[src/rtl/avlst_if.sv]
// Avalon-ST style pixel stream interface: sink drives ready, source drives the rest.
interface avlst_if #(
  parameter int DATA_BYTES = 4
);
  logic [8*DATA_BYTES-1:0] data;
  logic                    valid;
  logic                    ready;
  logic                    startofpacket;
  logic                    endofpacket;

  modport master (output data, valid, startofpacket, endofpacket, input ready);
  modport slave  (input data, valid, startofpacket, endofpacket, output ready);
endinterface

[src/rtl/avlst_vga_out.sv]
// Streams Avalon-ST pixels into a small FIFO and replays them on a VGA raster,
// locking onto startofpacket and dropping back to search on underflow or misalignment.
module avlst_vga_out #(
  parameter int HDISP      = 800,
  parameter int VDISP      = 480,
  parameter int HFP        = 40,
  parameter int HPULSE     = 48,
  parameter int HBP        = 40,
  parameter int VFP        = 13,
  parameter int VPULSE     = 3,
  parameter int VBP        = 29,
  parameter int FIFO_DEPTH = 16
) (
  input  logic        clk,
  input  logic        nrst,
  avlst_if.slave      avs,
  output logic [23:0] vga_rgb,
  output logic        vga_hs,
  output logic        vga_vs,
  output logic        vga_blank_n,
  output logic        frame_lock,
  output logic        underflow
);
  localparam int HTOTAL = HDISP + HFP + HPULSE + HBP;
  localparam int VTOTAL = VDISP + VFP + VPULSE + VBP;
  localparam int HW     = $clog2(HTOTAL);
  localparam int VW     = $clog2(VTOTAL);
  localparam int AW     = $clog2(FIFO_DEPTH);

  typedef enum logic [1:0] {SEARCH, WAIT, RUN} state_t;
  typedef struct packed {
    logic        sop;
    logic [23:0] rgb;
  } word_t;

  state_t        state_q, state_d;
  logic [HW-1:0] h_q, h_d;
  logic [VW-1:0] v_q, v_d;
  logic [AW:0]   wr_ptr_q, wr_ptr_d, rd_ptr_q, rd_ptr_d;
  word_t         mem_q [FIFO_DEPTH];
  word_t         head;
  logic [23:0]   rgb_q, rgb_d;
  logic          hs_q, vs_q, blank_q, uf_q, uf_d;
  logic          h_last, v_last, active, origin, frame_end, hs_act, vs_act;
  logic          full, empty, accept, wr_en, pop, flush;
  logic          unused_bits;

  assign unused_bits = ^{avs.endofpacket, avs.data[31:24]};

  assign h_last    = (int'(h_q) == HTOTAL - 1);
  assign v_last    = (int'(v_q) == VTOTAL - 1);
  assign frame_end = h_last && v_last;
  assign h_d       = h_last ? '0 : h_q + 1'b1;
  assign v_d       = h_last ? (v_last ? '0 : v_q + 1'b1) : v_q;
  assign active    = (int'(h_q) < HDISP) && (int'(v_q) < VDISP);
  assign origin    = (h_q == '0) && (v_q == '0);
  assign hs_act    = (int'(h_q) >= HDISP + HFP) && (int'(h_q) < HDISP + HFP + HPULSE);
  assign vs_act    = (int'(v_q) >= VDISP + VFP) && (int'(v_q) < VDISP + VFP + VPULSE);

  // Extra pointer bit distinguishes full from empty.
  assign empty     = (wr_ptr_q == rd_ptr_q);
  assign full      = (wr_ptr_q[AW] != rd_ptr_q[AW]) &&
                     (wr_ptr_q[AW-1:0] == rd_ptr_q[AW-1:0]);
  assign head      = mem_q[rd_ptr_q[AW-1:0]];
  assign avs.ready = nrst && !full;
  assign accept    = avs.valid && avs.ready;

  always_comb begin
    state_d  = state_q;
    wr_en    = 1'b0;
    pop      = 1'b0;
    flush    = 1'b0;
    rgb_d    = '0;
    uf_d     = 1'b0;
    wr_ptr_d = wr_ptr_q;
    rd_ptr_d = rd_ptr_q;
    case (state_q)
      SEARCH: begin
        if (accept && avs.startofpacket) begin
          wr_en   = 1'b1;
          state_d = WAIT;
        end
      end
      WAIT: begin
        wr_en = accept;
        if (frame_end) state_d = RUN;
      end
      RUN: begin
        wr_en = accept;
        if (active) begin
          if (empty) begin
            uf_d    = 1'b1;
            flush   = 1'b1;
            state_d = SEARCH;
          end else begin
            pop   = 1'b1;
            rgb_d = head.rgb;
            // A frame start anywhere but (0,0), or a missing one at (0,0), means lost alignment.
            if (head.sop != origin) begin
              flush   = 1'b1;
              state_d = SEARCH;
            end
          end
        end
      end
      default: state_d = SEARCH;
    endcase
    if (flush) begin
      wr_en    = 1'b0;
      rd_ptr_d = wr_ptr_q;
    end else begin
      wr_ptr_d = wr_ptr_q + {{AW{1'b0}}, wr_en};
      rd_ptr_d = rd_ptr_q + {{AW{1'b0}}, pop};
    end
  end

  always_ff @(posedge clk) begin
    if (wr_en) mem_q[wr_ptr_q[AW-1:0]] <= {avs.startofpacket, avs.data[23:0]};
  end

  always_ff @(posedge clk or negedge nrst) begin
    if (!nrst) begin
      state_q  <= SEARCH;
      h_q      <= '0;
      v_q      <= '0;
      wr_ptr_q <= '0;
      rd_ptr_q <= '0;
      rgb_q    <= '0;
      hs_q     <= 1'b1;
      vs_q     <= 1'b1;
      blank_q  <= 1'b0;
      uf_q     <= 1'b0;
    end else begin
      state_q  <= state_d;
      h_q      <= h_d;
      v_q      <= v_d;
      wr_ptr_q <= wr_ptr_d;
      rd_ptr_q <= rd_ptr_d;
      rgb_q    <= rgb_d;
      hs_q     <= !hs_act;
      vs_q     <= !vs_act;
      blank_q  <= active;
      uf_q     <= uf_d;
    end
  end

  assign vga_rgb     = rgb_q;
  assign vga_hs      = hs_q;
  assign vga_vs      = vs_q;
  assign vga_blank_n = blank_q;
  assign underflow   = uf_q;
  assign frame_lock  = (state_q == RUN);
endmodule

[src/flat_wrapper.sv]
// flat-port wrapper written by rule: the top's interface ports become plain ports
module avlst_vga_out_flat 
#(
  parameter int HDISP      = 800,
  parameter int VDISP      = 480,
  parameter int HFP        = 40,
  parameter int HPULSE     = 48,
  parameter int HBP        = 40,
  parameter int VFP        = 13,
  parameter int VPULSE     = 3,
  parameter int VBP        = 29,
  parameter int FIFO_DEPTH = 16
)
  (clk, nrst, vga_rgb, vga_hs, vga_vs, vga_blank_n, frame_lock, underflow, avs_data, avs_valid, avs_startofpacket, avs_endofpacket, avs_ready);
  avlst_if #(.DATA_BYTES(4)) avs_i ();
  input  logic clk;
  input  logic nrst;
  output logic [23:0] vga_rgb;
  output logic vga_hs;
  output logic vga_vs;
  output logic vga_blank_n;
  output logic frame_lock;
  output logic underflow;
  input wire logic [$bits(avs_i.data)-1:0] avs_data;
  input wire logic [$bits(avs_i.valid)-1:0] avs_valid;
  input wire logic [$bits(avs_i.startofpacket)-1:0] avs_startofpacket;
  input wire logic [$bits(avs_i.endofpacket)-1:0] avs_endofpacket;
  output wire logic [$bits(avs_i.ready)-1:0] avs_ready;
  assign avs_i.data = avs_data;
  assign avs_i.valid = avs_valid;
  assign avs_i.startofpacket = avs_startofpacket;
  assign avs_i.endofpacket = avs_endofpacket;
  assign avs_ready = avs_i.ready;
  avlst_vga_out #(.HDISP(HDISP), .VDISP(VDISP), .HFP(HFP), .HPULSE(HPULSE), .HBP(HBP), .VFP(VFP), .VPULSE(VPULSE), .VBP(VBP), .FIFO_DEPTH(FIFO_DEPTH)) u_core (.clk(clk), .nrst(nrst), .avs(avs_i), .vga_rgb(vga_rgb), .vga_hs(vga_hs), .vga_vs(vga_vs), .vga_blank_n(vga_blank_n), .frame_lock(frame_lock), .underflow(underflow));
endmodule
[config.mk]
export PLATFORM = sky130hd
export DESIGN_NAME = avlst_vga_out_flat
export DESIGN_NICKNAME = d
export VERILOG_FILES = /design/src/rtl/avlst_if.sv /design/src/rtl/avlst_vga_out.sv /design/src/flat_wrapper.sv
export SDC_FILE = /design/constraint.sdc
export NUM_CORES = 1
export LEC_CHECK = 0
export ABC_CLOCK_PERIOD_IN_PS = 5420
export CORE_ASPECT_RATIO = 1.25
export CORE_MARGIN = 2
export CORE_UTILIZATION = 63
export CTS_BUF_LIST = sky130_fd_sc_hd__clkbuf_8
export DETAILED_ROUTE_END_ITERATION = 10
export PLACE_DENSITY = 0.82
export SLEW_MARGIN = 20
export SYNTH_ARGS = -nofsm -noshare
export SYNTH_HDL_FRONTEND = slang
export SYNTH_SLANG_ARGS = --single-unit
[constraint.sdc]
create_clock -name clk -period 5.42 [get_ports clk]
set_input_delay 1.084 -clock clk [delete_from_list [all_inputs] [get_ports clk]]
set_output_delay 1.084 -clock clk [all_outputs]
set_load 0.005 [all_outputs]
[Yosys cells after proc, flatten, opt, wreduce, memory -nomap -nowiden]
Memories as Yosys holds them, arrays and structs flattened.
Cells that the tools add are included.
Operators by class
  add/subtract/negate cells: 4
  $mul: 0
  divide/modulo/power cells: 0
  magnitude comparators: 6
  equality and inequality tests: 12
  shift-type cells: 0
  multiplexer cells: 27
  bitwise logic cells: 0
  reductions and logical operators: 17
Operator list (count)
  two-way mux 24 bit: 3
  adder 10 x 1 -> 10 bit, second input constant: 2
  zero test 10 bit: 2
  less-than comparator 10 bit, second input constant: 2
  less-than comparator 10 x 9 -> 1 bit, second input constant: 2
  two-way mux 10 bit: 2
  two-way mux 1 bit: 14
  adder 5 x 1 -> 5 bit: 2
  == test 10 bit, second input constant: 1
  == test 10 x 8 -> 1 bit, second input constant: 1
  greater-or-equal comparator 10 bit, second input constant: 1
  greater-or-equal comparator 10 x 9 -> 1 bit, second input constant: 1
  two-way mux 2 bit: 5
  logical AND 1 bit: 9
  inequality test 2 x 1 -> 1 bit, second input constant: 3
  case mux 2 bit (3 select lines): 1
  == test 5 bit: 1
  two-way mux 5 bit: 1
  == test 4 bit: 1
  AND reduction 4 bit: 1
  zero test 1 bit: 3
  inequality test 3 x 1 -> 1 bit, second input constant: 1
  == test 2 x 1 -> 1 bit, second input constant: 1
  == test 2 bit, second input constant: 1
  4 further kinds: 5
Storage, ports and cells
  register bits: 60
  bits in latches: 0
  memory bits (writable): 400
  ROM bits: 0
  bits of input ports: 37
  output and inout port bits: 30
  logic and storage cells: 77
  memories: 1
Memory list
  u_core.mem_q: words 16, width 25, rd ports 1, clocked after Yosys merged registers in 0, wr ports 1, line avlst_vga_out.sv:40  | word_t mem_q [FIFO_DEPTH];

[Logic depth before layout (Yosys ltp)]
  depth in word-level cells: 11
  mapped depth: 14
  depth with buffers taken out: 13

[Worst setup path before layout]
Ideal clock, no wire load.
  path kind: register to register
  start point: register u_core.rd_ptr_q[1]
  end point: memory u_core.mem_q[9][0] (netlist name) (enable)
  library setup time: 0.470 ns
  arrival: 4.497 ns
  data required time: 4.950 ns
  slack: 0.453 ns
  stages on the path, launching flop included: 8
  buffers on the path: 1
  period minus slack after synthesis: 4.967 ns
  path through: dfrtp_1 > mux4_2 > mux2_2 > a22oi_4 > xnor2_1 > o21a_2 > buf_6 > nor4_1
On the way
  longest elaborated chain between the ends: 11
  elaborated cells on any way between the ends: 18
  classes of those cells: eq/ne (3); mux (9); reduce/logical (5); memory (1)
RTL lines
  from (decl): line avlst_vga_out.sv:39  | logic [AW:0] wr_ptr_q, wr_ptr_d, rd_ptr_q, rd_ptr_d;
  from (signal assigned): line avlst_vga_out.sv:138  | rd_ptr_q <= rd_ptr_d;
  parallel branches: the longest is 8 deep, another holds memory read (16 x 25 bit)
  two-way mux 1 bit *: line avlst_vga_out.sv:108  | if (flush) begin
  two-way mux 1 bit *: line avlst_vga_out.sv:118  | if (wr_en) mem_q[wr_ptr_q[AW-1:0]] <= {avs.startofpacket, avs.data[23:0]};
  two-way mux 1 bit (implied by the code) *: line avlst_vga_out.sv:118
  to (decl): line avlst_vga_out.sv:40
Every way passes the cells marked *.

[Worst setup path after layout]
  start point: register u_core.rd_ptr_q[2]
  end point: output avs_ready
On the way
  longest elaborated chain between the ends: 4
RTL lines
  == test 4 bit: line avlst_vga_out.sv:63  | (wr_ptr_q[AW-1:0] == rd_ptr_q[AW-1:0]);
  logical AND 1 bit: line avlst_vga_out.sv:62  | assign full = (wr_ptr_q[AW] != rd_ptr_q[AW]) &&
  zero test 1 bit: line avlst_vga_out.sv:65  | assign avs.ready = nrst && !full;
  logical AND 1 bit: line avlst_vga_out.sv:65
  to (decl): line flat_wrapper.sv:28  | output wire logic [$bits(avs_i.ready)-1:0] avs_ready;
No other way between the ends.

==> summary.txt <==
Global routing
  • GRT Residual Overflow: 0
  • Largest net degree at the start of global routing: 66
  • Antenna violations before repair: 0
  • First-pass GRT wire length: 55.5 mm
  • Global Route Usage Sum: 0.256
  • Vias in the first global route: 9286

Layout
  • Multi-input combinational cell area: roughly 4400 um2
  • Ant. Diodes: 0
  • Register area: 13500 um2
  • Final Core Density: 0.726
  • Non-filler cells, final: around 1400
  • Share of cells above drive strength 1: 0.277
  • Fillers: 1578
  • # nets final: about 1000
  • Area Overhead vs Synth: 13.9%

Floorplanning
  • I/O pin total: 67
  • Initial Util: 0.637
  • Die Width: 155 um
  • Total die area: 30000 um2
  • Core ar.: 28300 um2
  • Die Height: 193 um
  • Num rows: 69

STA
  • Final min period: 4.16 ns
  • Setup TNS: 0 ns
  • Worst slew pin tran: 1.04 ns
  • Slew headroom: 0.302
  • RSZ-0062 raised after global routing: false
  • Final hold violation count: 0
  • Tcrit/Tclk final: 0.768
  • Clk_skew: 0.0338 ns
  • Fmax: 240 MHz
  • Setup violations, final: 0
  • Final slew viol count: 0

Run status
  • Status: finished, final reports clean

Logic synthesis
  • Register area share after synthesis: 0.749
  • YS warnings: 0
  • Synth unique cells: 49
  • Seq cells post-synth: 460
  • Mapped cell area: 18000 um2
  • Top cells by area, synth: edfxtp_1 (67%), mux4_2 (15%), dfrtp_1 (8.0%)
  • Synth area leader: edfxtp_1
  • Post-synth ARST share: 0.130
  • Mapped Nets: around 900
  • Synthesized area per cell: 21.2 um2
  • EDFF count, synth: 400
  • Proportion of netlist area held by the largest area contributor: 0.666
  • Predominant post-synthesis flop cell: edfxtp_1
  • Syn Inst Count: 851

Drt
  • Vias/cell: 6.47
  • DR pass1 iterations: 5
  • Routed len/inst: about 27 um
  • Routed WL: approximately 37 mm
  • DRC violations left: 0
  • Vias: 8896
  • DRT antenna net count: 0
  • DRT iter0 DRCs: approximately 880

Job
  • Maximum Capacitance Violations: 0

Clock tree
  • Clock Tree Buf Depth: 3
  • Post-cts repair resize count: 0
  • CTS sink count: 460
  • CTS Hold Bufs: 0
  • CTS Root Cell: clkbuf_8
  • CTS buffer count: 67
  • Post-CTS Setup Repair Bufs: 0
  • Worst skew pair latency: 0.58 ns
  • CTS H-tree depth: 3
  • Worst-path clk slew: 0.06 ns
  • CTS tree: built

Placed design
  • Final RePlAce weighted congestion: 0.764
  • Port bufs: 57
  • Cells after DPL: 1256
  • DP HPWL: between 20 and 25 mm

Critical path
  • Crit path kind: flip-flop to output pin
  • Crit-path max FO: 20
  • Cells along the critical path: buf_4 > xnor2_1 > nand4_1 > nand2b_1 > and2_1 > clkdlybuf4s50_1
  • Critical Path AT: 3.08 ns
  • Crit-path max cell delay: 0.70 ns
  • Required @ worst endpoint: roughly 4.3 ns
  • Crit-path slowest cell: dfrtp_2
  • Crit start category: flip-flop
  • Critical path endpoint category: output pin

Pwr
  • Leakage: between 7 and 8 nW
  • Maximum vdd drop: between 0.3 and 0.4 mV
  • Power Density: 452 nW/um2

Hold path
  • Hold crit path type: primary input to async pin
-- layout make-up --
class	count	share of cell area
clock inverters	44	0.0127
flip-flops and latches	460	0.658
well taps	355	0.0216
multi-input cells	337	0.215
inverters	11	0.00201
repair buffers	93	0.0408
clock buffers	75	0.0502
-- placed cells by master (no fill, tap or decap), drive strengths merged, types with 4 or more instances in the layout --
master | Yosys | final
buf | 13 | 37
nor4 | 10 | 10
xor2 | 9 | 9
nor2b | 7 | 7
xnor2 | 14 | 14
nand3 | 18 | 18
or4 | 4 | 4
clkdlybuf4s50 | 0 | 56
nor2 | 24 | 24
edfxtp | 400 | 400
a21oi | 4 | 4
nand2b | 7 | 7
inv | 11 | 35
ha | 15 | 15
mux2 | 9 | 9
o21ai | 4 | 4
nand2 | 13 | 13
dfrtp | 58 | 58
mux4 | 123 | 123
mux2i | 5 | 5
nand4 | 8 | 8
and3 | 31 | 31
clkinv | 0 | 15
clkbuf | 30 | 75
-- Yosys cell counts (8+ instances only) --
master and n:
edfxtp_1 400, mux4_2 123, dfrtp_1 58, and3_1 31, clkbuf_1 30, nor2_1 24
nand3_1 18, ha_1 15, xnor2_1 14, nand2_1 13, inv_1 11, nor4_1 9
xor2_1 9, nand4_1 8
-- critical path, delay by kind of cell (launching register included) --
kind | cells | cell delay [ns]
buf+inv | 2 | 0.97
flops | 1 | 0.70
simple gates | 3 | 0.65
xor+xnor | 1 | 0.17
-- report_power, final --
group          switching [mW]  internal, mW
clock network            1.23          1.41
logic                    1.05          1.29
registers               0.240          4.07
total                    2.53          6.77
-- path summary, 6_finish.rpt --
path                                     from                   to  slack [ns]  cells after the start
min                                      nrst        u_core.h_q[5]        0.48                      1
min reg2reg                     u_core.h_q[0]        u_core.h_q[0]        0.48                      1
min in group clk                u_core.h_q[0]        u_core.h_q[0]        0.48                      1
max in group asynchronous                nrst        u_core.vga_vs        4.11                      2
max                        u_core.rd_ptr_q[2]            avs_ready        1.26                      6
max reg2reg                u_core.rd_ptr_q[1]  u_core.mem_q[0][12]        1.37                      6
-- cell families (layout without fill, tap and decap cells) --
logic type               Yosys count  count (layout)  synth area share
AO/OA/AOI/OAI                     23              23           0.00992
XOR/XNOR                          23              23            0.0112
adder cells (fa/ha/maj)           15              15            0.0104
buffers and inverters             54             223            0.0125
flip-flops                       460             460             0.749
multiplexers                     137             137             0.163
AND/OR/NAND/NOR                  139             139            0.0440
-- metrics by stage --
step | hold slack [ns] | total power, mW | worst slack, ns | area [um2]
finish | 0.476 | 9.29 | 1.26 | 20600
global route | 0.485 | 9.67 | 1.00 | 20600
CTS | 0.459 | 9.38 | 1.20 | 20600
detailed placement | 0.476 | 6.73 | 1.27 | 19300
global placement | 0.473 | 6.66 | 1.32 | 19300
floorplan | 0.455 | 6.01 | 0.453 | 18000
-- flip-flops by register name, summed over array words and instances, names as in the netlist --
| signal | count |
|---|---|
| u_core.vga_rgb | 24 |
| u_core.mem_q | 400 |
| u_core.h_q | 10 |
| u_core.vga_hs | 1 |
| u_core.v_q | 10 |
| u_core.vga_vs | 1 |
| u_core.rd_ptr_q | 5 |
| u_core.underflow | 1 |
| u_core.state_q | 2 |
| u_core.wr_ptr_q | 5 |
| u_core.vga_blank_n | 1 |
-- metal layers --
metal  up-vias  GRT usage  part of all wire
met2       454      0.426              0.52
met4         0     0.0988             0.025
li1       3752          -                 -
met3        67     0.0570             0.081
met1      4623      0.339              0.37
met5         -          0                 0
No activity file was read; power rests on OpenSTA's default activity.
